===== src/rtl/cpu_pkg.sv =====
// rtl/cpu_pkg.sv - shared CPU types and widths for the divider controller
package cpu_pkg;

    typedef enum logic [1:0] {
        IDLE = 2'd0,
        BUSY = 2'd1,
        DONE = 2'd2
    } div_state_t;

    localparam int DIV_WIDTH = 32;

endpackage


===== src/rtl/div_ctrl_if.sv =====
// rtl/div_ctrl_if.sv - EX-stage divider request/result bundle
interface div_ctrl_if
    import cpu_pkg::*;
#(
    parameter int WIDTH = DIV_WIDTH
);
    logic               start;
    logic               signed_op;
    logic [WIDTH-1:0]   opa;
    logic [WIDTH-1:0]   opb;
    logic               flush;
    logic               pipe_stall;
    logic               stall_req;
    logic               busy;
    logic               hilo_valid;
    logic [2*WIDTH-1:0] hilo_result;

    modport master (
        output start, signed_op, opa, opb, flush, pipe_stall,
        input  stall_req, busy, hilo_valid, hilo_result
    );

    modport slave (
        input  start, signed_op, opa, opb, flush, pipe_stall,
        output stall_req, busy, hilo_valid, hilo_result
    );
endinterface


===== src/rtl/div_step.sv =====
// rtl/div_step.sv - one restoring shift-subtract iteration on {rem,quo}
module div_step #(
    parameter int WIDTH = 32
) (
    input  logic [WIDTH-1:0] rem,
    input  logic [WIDTH-1:0] quo,
    input  logic [WIDTH-1:0] dvsr,
    output logic [WIDTH-1:0] rem_nx,
    output logic [WIDTH-1:0] quo_nx
);
    logic [WIDTH:0]   shifted;
    logic [WIDTH-1:0] diff;
    logic             ge;

    // Remainder stays below the divisor, so a WIDTH-bit difference cannot wrap when ge.
    assign shifted = {rem, quo[WIDTH-1]};
    assign ge      = shifted >= {1'b0, dvsr};
    assign diff    = shifted[WIDTH-1:0] - dvsr;
    assign rem_nx  = ge ? diff : shifted[WIDTH-1:0];
    assign quo_nx  = {quo[WIDTH-2:0], ge};
endmodule


===== src/rtl/div_ctrl.sv =====
// rtl/div_ctrl.sv - multi-cycle DIV/DIVU sequencer with pipeline stall and hilo handoff
// Optional DIV_ZERO_FAST_EN: divide by zero skips the iterations and completes at T+1.
module div_ctrl
    import cpu_pkg::*;
#(
    parameter int WIDTH = DIV_WIDTH,
    parameter int CNT_W = 6
) (
    input logic       clk,
    input logic       rst,
    div_ctrl_if.slave bus
);
    div_state_t         state, state_nx;
    logic [CNT_W-1:0]   cnt;
    logic [WIDTH-1:0]   rem, quo, dvsr, rem_nx, quo_nx, q_fix, r_fix;
    logic [WIDTH-1:0]   mag_a, mag_b;
    logic [2*WIDTH-1:0] result_q;
    logic               sign_q, sign_r, div_zero;
    logic               accept, last_step, fast_zero;
    logic               stall_req, busy, hilo_valid;

    assign accept    = (state == IDLE) && bus.start && !bus.flush;
    assign last_step = (cnt == CNT_W'(WIDTH-1));
    assign mag_a     = (bus.signed_op && bus.opa[WIDTH-1]) ? -bus.opa : bus.opa;
    assign mag_b     = (bus.signed_op && bus.opb[WIDTH-1]) ? -bus.opb : bus.opb;

`ifdef DIV_ZERO_FAST_EN
    assign fast_zero = (bus.opb == '0);
`else
    assign fast_zero = 1'b0;
`endif

    div_step #(.WIDTH(WIDTH)) u_step (
        .rem    (rem),
        .quo    (quo),
        .dvsr   (dvsr),
        .rem_nx (rem_nx),
        .quo_nx (quo_nx)
    );

    // Divide by zero reports an all-ones quotient regardless of operand signs.
    assign q_fix = div_zero ? '1 : (sign_q ? -quo_nx : quo_nx);
    assign r_fix = sign_r ? -rem_nx : rem_nx;

    always_ff @(posedge clk or posedge rst) begin
        if (rst) begin
            state <= IDLE;
        end else begin
            state <= state_nx;
        end
    end

    always_comb begin
        state_nx = state;
        if (bus.flush) begin
            state_nx = IDLE;
        end else begin
            case (state)
                IDLE:    if (accept) state_nx = fast_zero ? DONE : BUSY;
                BUSY:    if (last_step) state_nx = DONE;
                DONE:    if (!bus.pipe_stall) state_nx = IDLE;
                default: state_nx = IDLE;
            endcase
        end
    end

    always_comb begin
        stall_req  = accept || (state == BUSY);
        busy       = (state != IDLE);
        hilo_valid = (state == DONE);
    end

    always_ff @(posedge clk or posedge rst) begin
        if (rst) begin
            cnt      <= '0;
            rem      <= '0;
            quo      <= '0;
            dvsr     <= '0;
            sign_q   <= 1'b0;
            sign_r   <= 1'b0;
            div_zero <= 1'b0;
            result_q <= '0;
        end else if (accept) begin
            cnt      <= '0;
            rem      <= '0;
            quo      <= mag_a;
            dvsr     <= mag_b;
            sign_q   <= bus.signed_op && (bus.opa[WIDTH-1] ^ bus.opb[WIDTH-1]);
            sign_r   <= bus.signed_op && bus.opa[WIDTH-1];
            div_zero <= (bus.opb == '0);
            if (fast_zero) begin
                result_q <= {bus.opa, {WIDTH{1'b1}}};
            end
        end else if (state == BUSY && !bus.flush) begin
            rem <= rem_nx;
            quo <= quo_nx;
            cnt <= cnt + 1'b1;
            if (last_step) begin
                result_q <= {r_fix, q_fix};
            end
        end
    end

    assign bus.stall_req   = stall_req;
    assign bus.busy        = busy;
    assign bus.hilo_valid  = hilo_valid;
    assign bus.hilo_result = result_q;
endmodule

===== src/flat_wrapper.sv =====
// flat-port wrapper written by rule: the top's interface ports become plain ports
module div_ctrl_flat import cpu_pkg::*;
#(
    parameter int WIDTH = DIV_WIDTH,
    parameter int CNT_W = 6
)
  (clk, rst, bus_start, bus_signed_op, bus_opa, bus_opb, bus_flush, bus_pipe_stall, bus_stall_req, bus_busy, bus_hilo_valid, bus_hilo_result);
  div_ctrl_if #(.WIDTH(WIDTH)) bus_i ();
  input logic clk;
  input logic rst;
  input wire logic [$bits(bus_i.start)-1:0] bus_start;
  input wire logic [$bits(bus_i.signed_op)-1:0] bus_signed_op;
  input wire logic [$bits(bus_i.opa)-1:0] bus_opa;
  input wire logic [$bits(bus_i.opb)-1:0] bus_opb;
  input wire logic [$bits(bus_i.flush)-1:0] bus_flush;
  input wire logic [$bits(bus_i.pipe_stall)-1:0] bus_pipe_stall;
  output wire logic [$bits(bus_i.stall_req)-1:0] bus_stall_req;
  output wire logic [$bits(bus_i.busy)-1:0] bus_busy;
  output wire logic [$bits(bus_i.hilo_valid)-1:0] bus_hilo_valid;
  output wire logic [$bits(bus_i.hilo_result)-1:0] bus_hilo_result;
  assign bus_i.start = bus_start;
  assign bus_i.signed_op = bus_signed_op;
  assign bus_i.opa = bus_opa;
  assign bus_i.opb = bus_opb;
  assign bus_i.flush = bus_flush;
  assign bus_i.pipe_stall = bus_pipe_stall;
  assign bus_stall_req = bus_i.stall_req;
  assign bus_busy = bus_i.busy;
  assign bus_hilo_valid = bus_i.hilo_valid;
  assign bus_hilo_result = bus_i.hilo_result;
  div_ctrl #(.WIDTH(WIDTH), .CNT_W(CNT_W)) u_core (.clk(clk), .rst(rst), .bus(bus_i));
endmodule

===== config.mk =====
export PLATFORM = sky130hd
export DESIGN_NAME = div_ctrl_flat
export DESIGN_NICKNAME = d
export VERILOG_FILES = /design/src/rtl/cpu_pkg.sv /design/src/rtl/div_ctrl_if.sv /design/src/rtl/div_step.sv /design/src/rtl/div_ctrl.sv /design/src/flat_wrapper.sv
export SDC_FILE = /design/constraint.sdc
export NUM_CORES = 1
export LEC_CHECK = 0
export ABC_AREA = 1
export CORE_ASPECT_RATIO = 2
export CORE_UTILIZATION = 35
export DETAILED_ROUTE_END_ITERATION = 16
export REMOVE_ABC_BUFFERS = 1
export SLEW_MARGIN = 20
export SYNTH_ARGS = -nofsm -noshare
export SYNTH_HDL_FRONTEND = slang
export SYNTH_SLANG_ARGS = --single-unit

===== constraint.sdc =====
create_clock -name clk -period 7.3 [get_ports clk]
set_clock_uncertainty 0.1 [all_clocks]
set_input_delay 0.73 -clock clk [delete_from_list [all_inputs] [get_ports clk]]
set_output_delay 0.73 -clock clk [all_outputs]
set_load 0.05 [all_outputs]

==> results.yml <==
status:
  outcome: "finished, final reports clean"
power_and_ir_drop:
  ir_drop_v: 0.0002247
  p_per_area_nw_per_um2: 411.4
  leakage_nw: 7.630
clock_tree:
  clockBufferDepth: 2
  clock_sinks: 171
  cts_made_buffers: 17
  ctsResizeCount: 0
  cts_root_buffer: "clkbuf_16"
  postCtsHoldBufs: 0
  clock_latency_ns: 0.47
  cts_max_level: 4
  cts_tree: "yes"
  clkTransAtPathRegs_ns: 0.08
  cts_setup_buffers: 0
die:
  ios: 137
  die-area_sq_um: 37730
  die_height_um: 273.7
  rows: 99
  chipWidth_um: 137.9
  core_sq_um: 36420
  start_util_pct: 35.48
synth:
  synth_area_per_cell_sq_um: 6.609
  synth_area_sq_um: 12920
  synth_ff_type: "dfrtp_1"
  ys_seq_elements: 171
  ys_seq_area_share_pct: 33.12
  ys_types: 53
  yosys_warnings: 0
  synth_edf_count: 0
  synth_cells: 1955
  synth-async-reset-ratio_pct: 100.0
layout:
  n_antenna_cell: 0
  fin_util_pct: 41.87
  nNetsFinal: 2170
  stdcell_area_sq_um: 15250
  areaGrowthSynthToFinish_pct: 18.03
  drive_above_1_share_pct: 6.892
critical_path:
  r2r_setup_slack_ns: 2.35
  r2r.worst_path.cells: 29
  required_ns: 7.60
  max_stage_delay_ns: 0.42
  worstSetupStartpoint: "u_core.rem[7]"
  path_max_fanout: 40
  crit-reg2reg-launch: "u_core.rem[7]"
  crit_family: "simple AND/OR/NAND/NOR gates"
  slowest_stage: "dfrtp_1"
  r2r_end: "u_core.bus.hilo_result[26]"
  crit_buf_inv: 5
  end_kind: "flip-flop"
  endpoint: "u_core.bus.hilo_result[26]"
  crit_type: "reg2reg"
  crit_cells: 29
  startpoint_type: "flip-flop"
  cp.arrival_ns: 5.25
sta:
  fmax_mhz: 202.0
  worstMarginPinSlew_ns: 1.010
  slew_headroom_pct: 32.59
  setup_slack_ns: 2.350
  timing.final.crit_share_pct: 67.81
  setup_tns_ns: 0
  fin_crit_ns: 4.950
  holdWs_ns: 0.3836
  finalHoldViolCount: 0
  setup_viol: 0
  grt_setup_unrepaired: "no"
  finalMaxSlewViolations: 0
grt:
  antenna_found_initial: 0
  grt_max_degree: 96
  track_usage_pct: 26.82
  grt_pass1_wl_um: 73730
  grt-ovfl-total: 0
  first_global_vias: 13160
placed_design:
  dp_hpwl_um: 37780
  gp_congestion: 1.006
  dpl_cell_area_sq_um: 14680
  io_buffers: 136
  post-place-ws_ns: 2.434
hold_path:
  min_path_cells: 2
  hold_path_class: "reg2reg"
drt:
  postRouteAntennaNets: 0
  viasPerCell: 5.156
  first_pass_iters: 5
  remaining_drc_errors: 0
  routedWlPerCell_um: 19.12
  routed_wl_um: 48350
  num_vias: 13040
  dr.first_iter.drc_count: 790
run:
  drv_cap: 0
-- synthesized netlist by cell type (11+ instances only) --
cell type  count  area (sq um)
clkbuf_1      45         168.9
o21ai_0      120         600.6
o22ai_1       15         93.84
xor2_1        51         446.7
nand2_2       30         187.7
ha_1          37         462.9
inv_2         18         67.56
dfrtp_1      171          4279
nand4_1       21         131.4
nor2_1       155         581.8
a31oi_1       11         68.82
nor2_2        16         100.1
o221ai_1      17         148.9
nand3_1      178         890.9
xnor2_1       11         96.34
a21oi_1       45         225.2
o211ai_1      14         105.1
nand2_1      602          2260
nand3b_1      12         90.09
nor3_1        25         125.1
inv_1        276          1036
-- sequential cells by signal, summed over array words and instances (netlist names) --
name and cells:
u_core.sign_q 1, u_core.bus.hilo_result 64, u_core.dvsr 32, u_core.cnt 6, u_core.rem 32, u_core.div_zero 1
u_core.state 2, u_core.quo 32, u_core.sign_r 1
-- cells in the final DEF, fill, tap and decap left out, types with 3 or more instances in the layout --
cell type        instances
inv_1                  275
a31oi_1                 11
nor2_4                   6
and2_1                   4
clkinv_2                 3
nand3_2                  4
o21ai_4                  3
o21ai_1                  6
nor2_2                  17
or2_2                    3
dfrtp_1                171
nand4_1                 21
a21oi_1                 45
nand2_4                  5
ha_1                    37
and3_1                   3
nand2_1                601
o21bai_1                 3
nor2_1                 153
nand3b_1                12
nand2_2                 31
inv_6                    3
clkinv_1                 3
buf_4                   12
inv_2                   18
o221ai_1                17
o211ai_1                14
nor3_1                  24
xnor2_1                 11
o22ai_1                 15
nor3_2                   4
o22a_1                   3
clkdlybuf4s50_1        136
clkbuf_16               17
nand3_1                178
xor2_1                  51
o21ai_0                120
nor4_1                   7
-- tightest hold or removal path, stage by stage, from the launching register on --
cell and delay [ns]:
dfrtp_1 0.35, nand2_1 0.05, nand2_1 0.05
-- report_power, final --
part	internal [mW]	total, mW	switching (mW)
sequential	1.12	1.30	0.175
combinational	1.16	4.04	2.88
clock	0.494	0.932	0.438
total	2.78	6.27	3.50
-- final cells by class --
type | instances | area [sq um]
fill | 3919 | 21170
multi-input combinational | 1427 | 7261
sequential | 171 | 4279
timing repair buffer | 148 | 1451
inverter | 297 | 1120
tap | 454 | 568.0
clock buffer | 21 | 460.4
clock inverter | 11 | 110.1
-- stage by stage --
step / power (mW) / instances
final: 6.273 / 2529
after global routing: 6.751 / 2529
after CTS: 6.273 / 2529
after detailed placement: 5.326 / 2497
after global placement: 5.301 / 2497
after floorplan: 4.049 / 1895
-- metal layers --
metal | vias up | track usage, % | share of wire, % | wire, um
met2 | 357 | 51.11 | 56 | 26840
met5 | - | 0 | 0 | 0
met4 | 0 | 21.80 | 8.9 | 4317
li1 | 6447 | - | - | -
met1 | 6096 | 24.73 | 33 | 15840
met3 | 139 | 2.870 | 2.8 | 1353
-- kinds of logic (layout without fill, tap and decap cells) --
family / after synthesis / count (layout) / synth area share [%]
adders and majority gates: 38 / 38 / 3.738
and+or+nand+nor: 1080 / 1080 / 36.88
xor gates and xnor gates: 62 / 62 / 4.203
buffers and inverters: 357 / 477 / 10.82
DFF: 171 / 171 / 33.12
AOI/OAI and AO/OA: 247 / 247 / 11.24
-- worst min-delay path by stage --
stage / startpoint / endpoint / slack (ns)
after global placement: u_core.div_zero / u_core.div_zero / 0.36
after CTS: u_core.bus.hilo_result[54] / u_core.bus.hilo_result[54] / 0.39
final: u_core.bus.hilo_result[54] / u_core.bus.hilo_result[54] / 0.38
after floorplan: u_core.div_zero / u_core.div_zero / 0.35
after global routing: u_core.bus.hilo_result[45] / u_core.bus.hilo_result[45] / 0.40
after detailed placement: u_core.bus.hilo_result[57] / u_core.bus.hilo_result[57] / 0.37
Note: power is estimated with default switching activity, not from simulation.
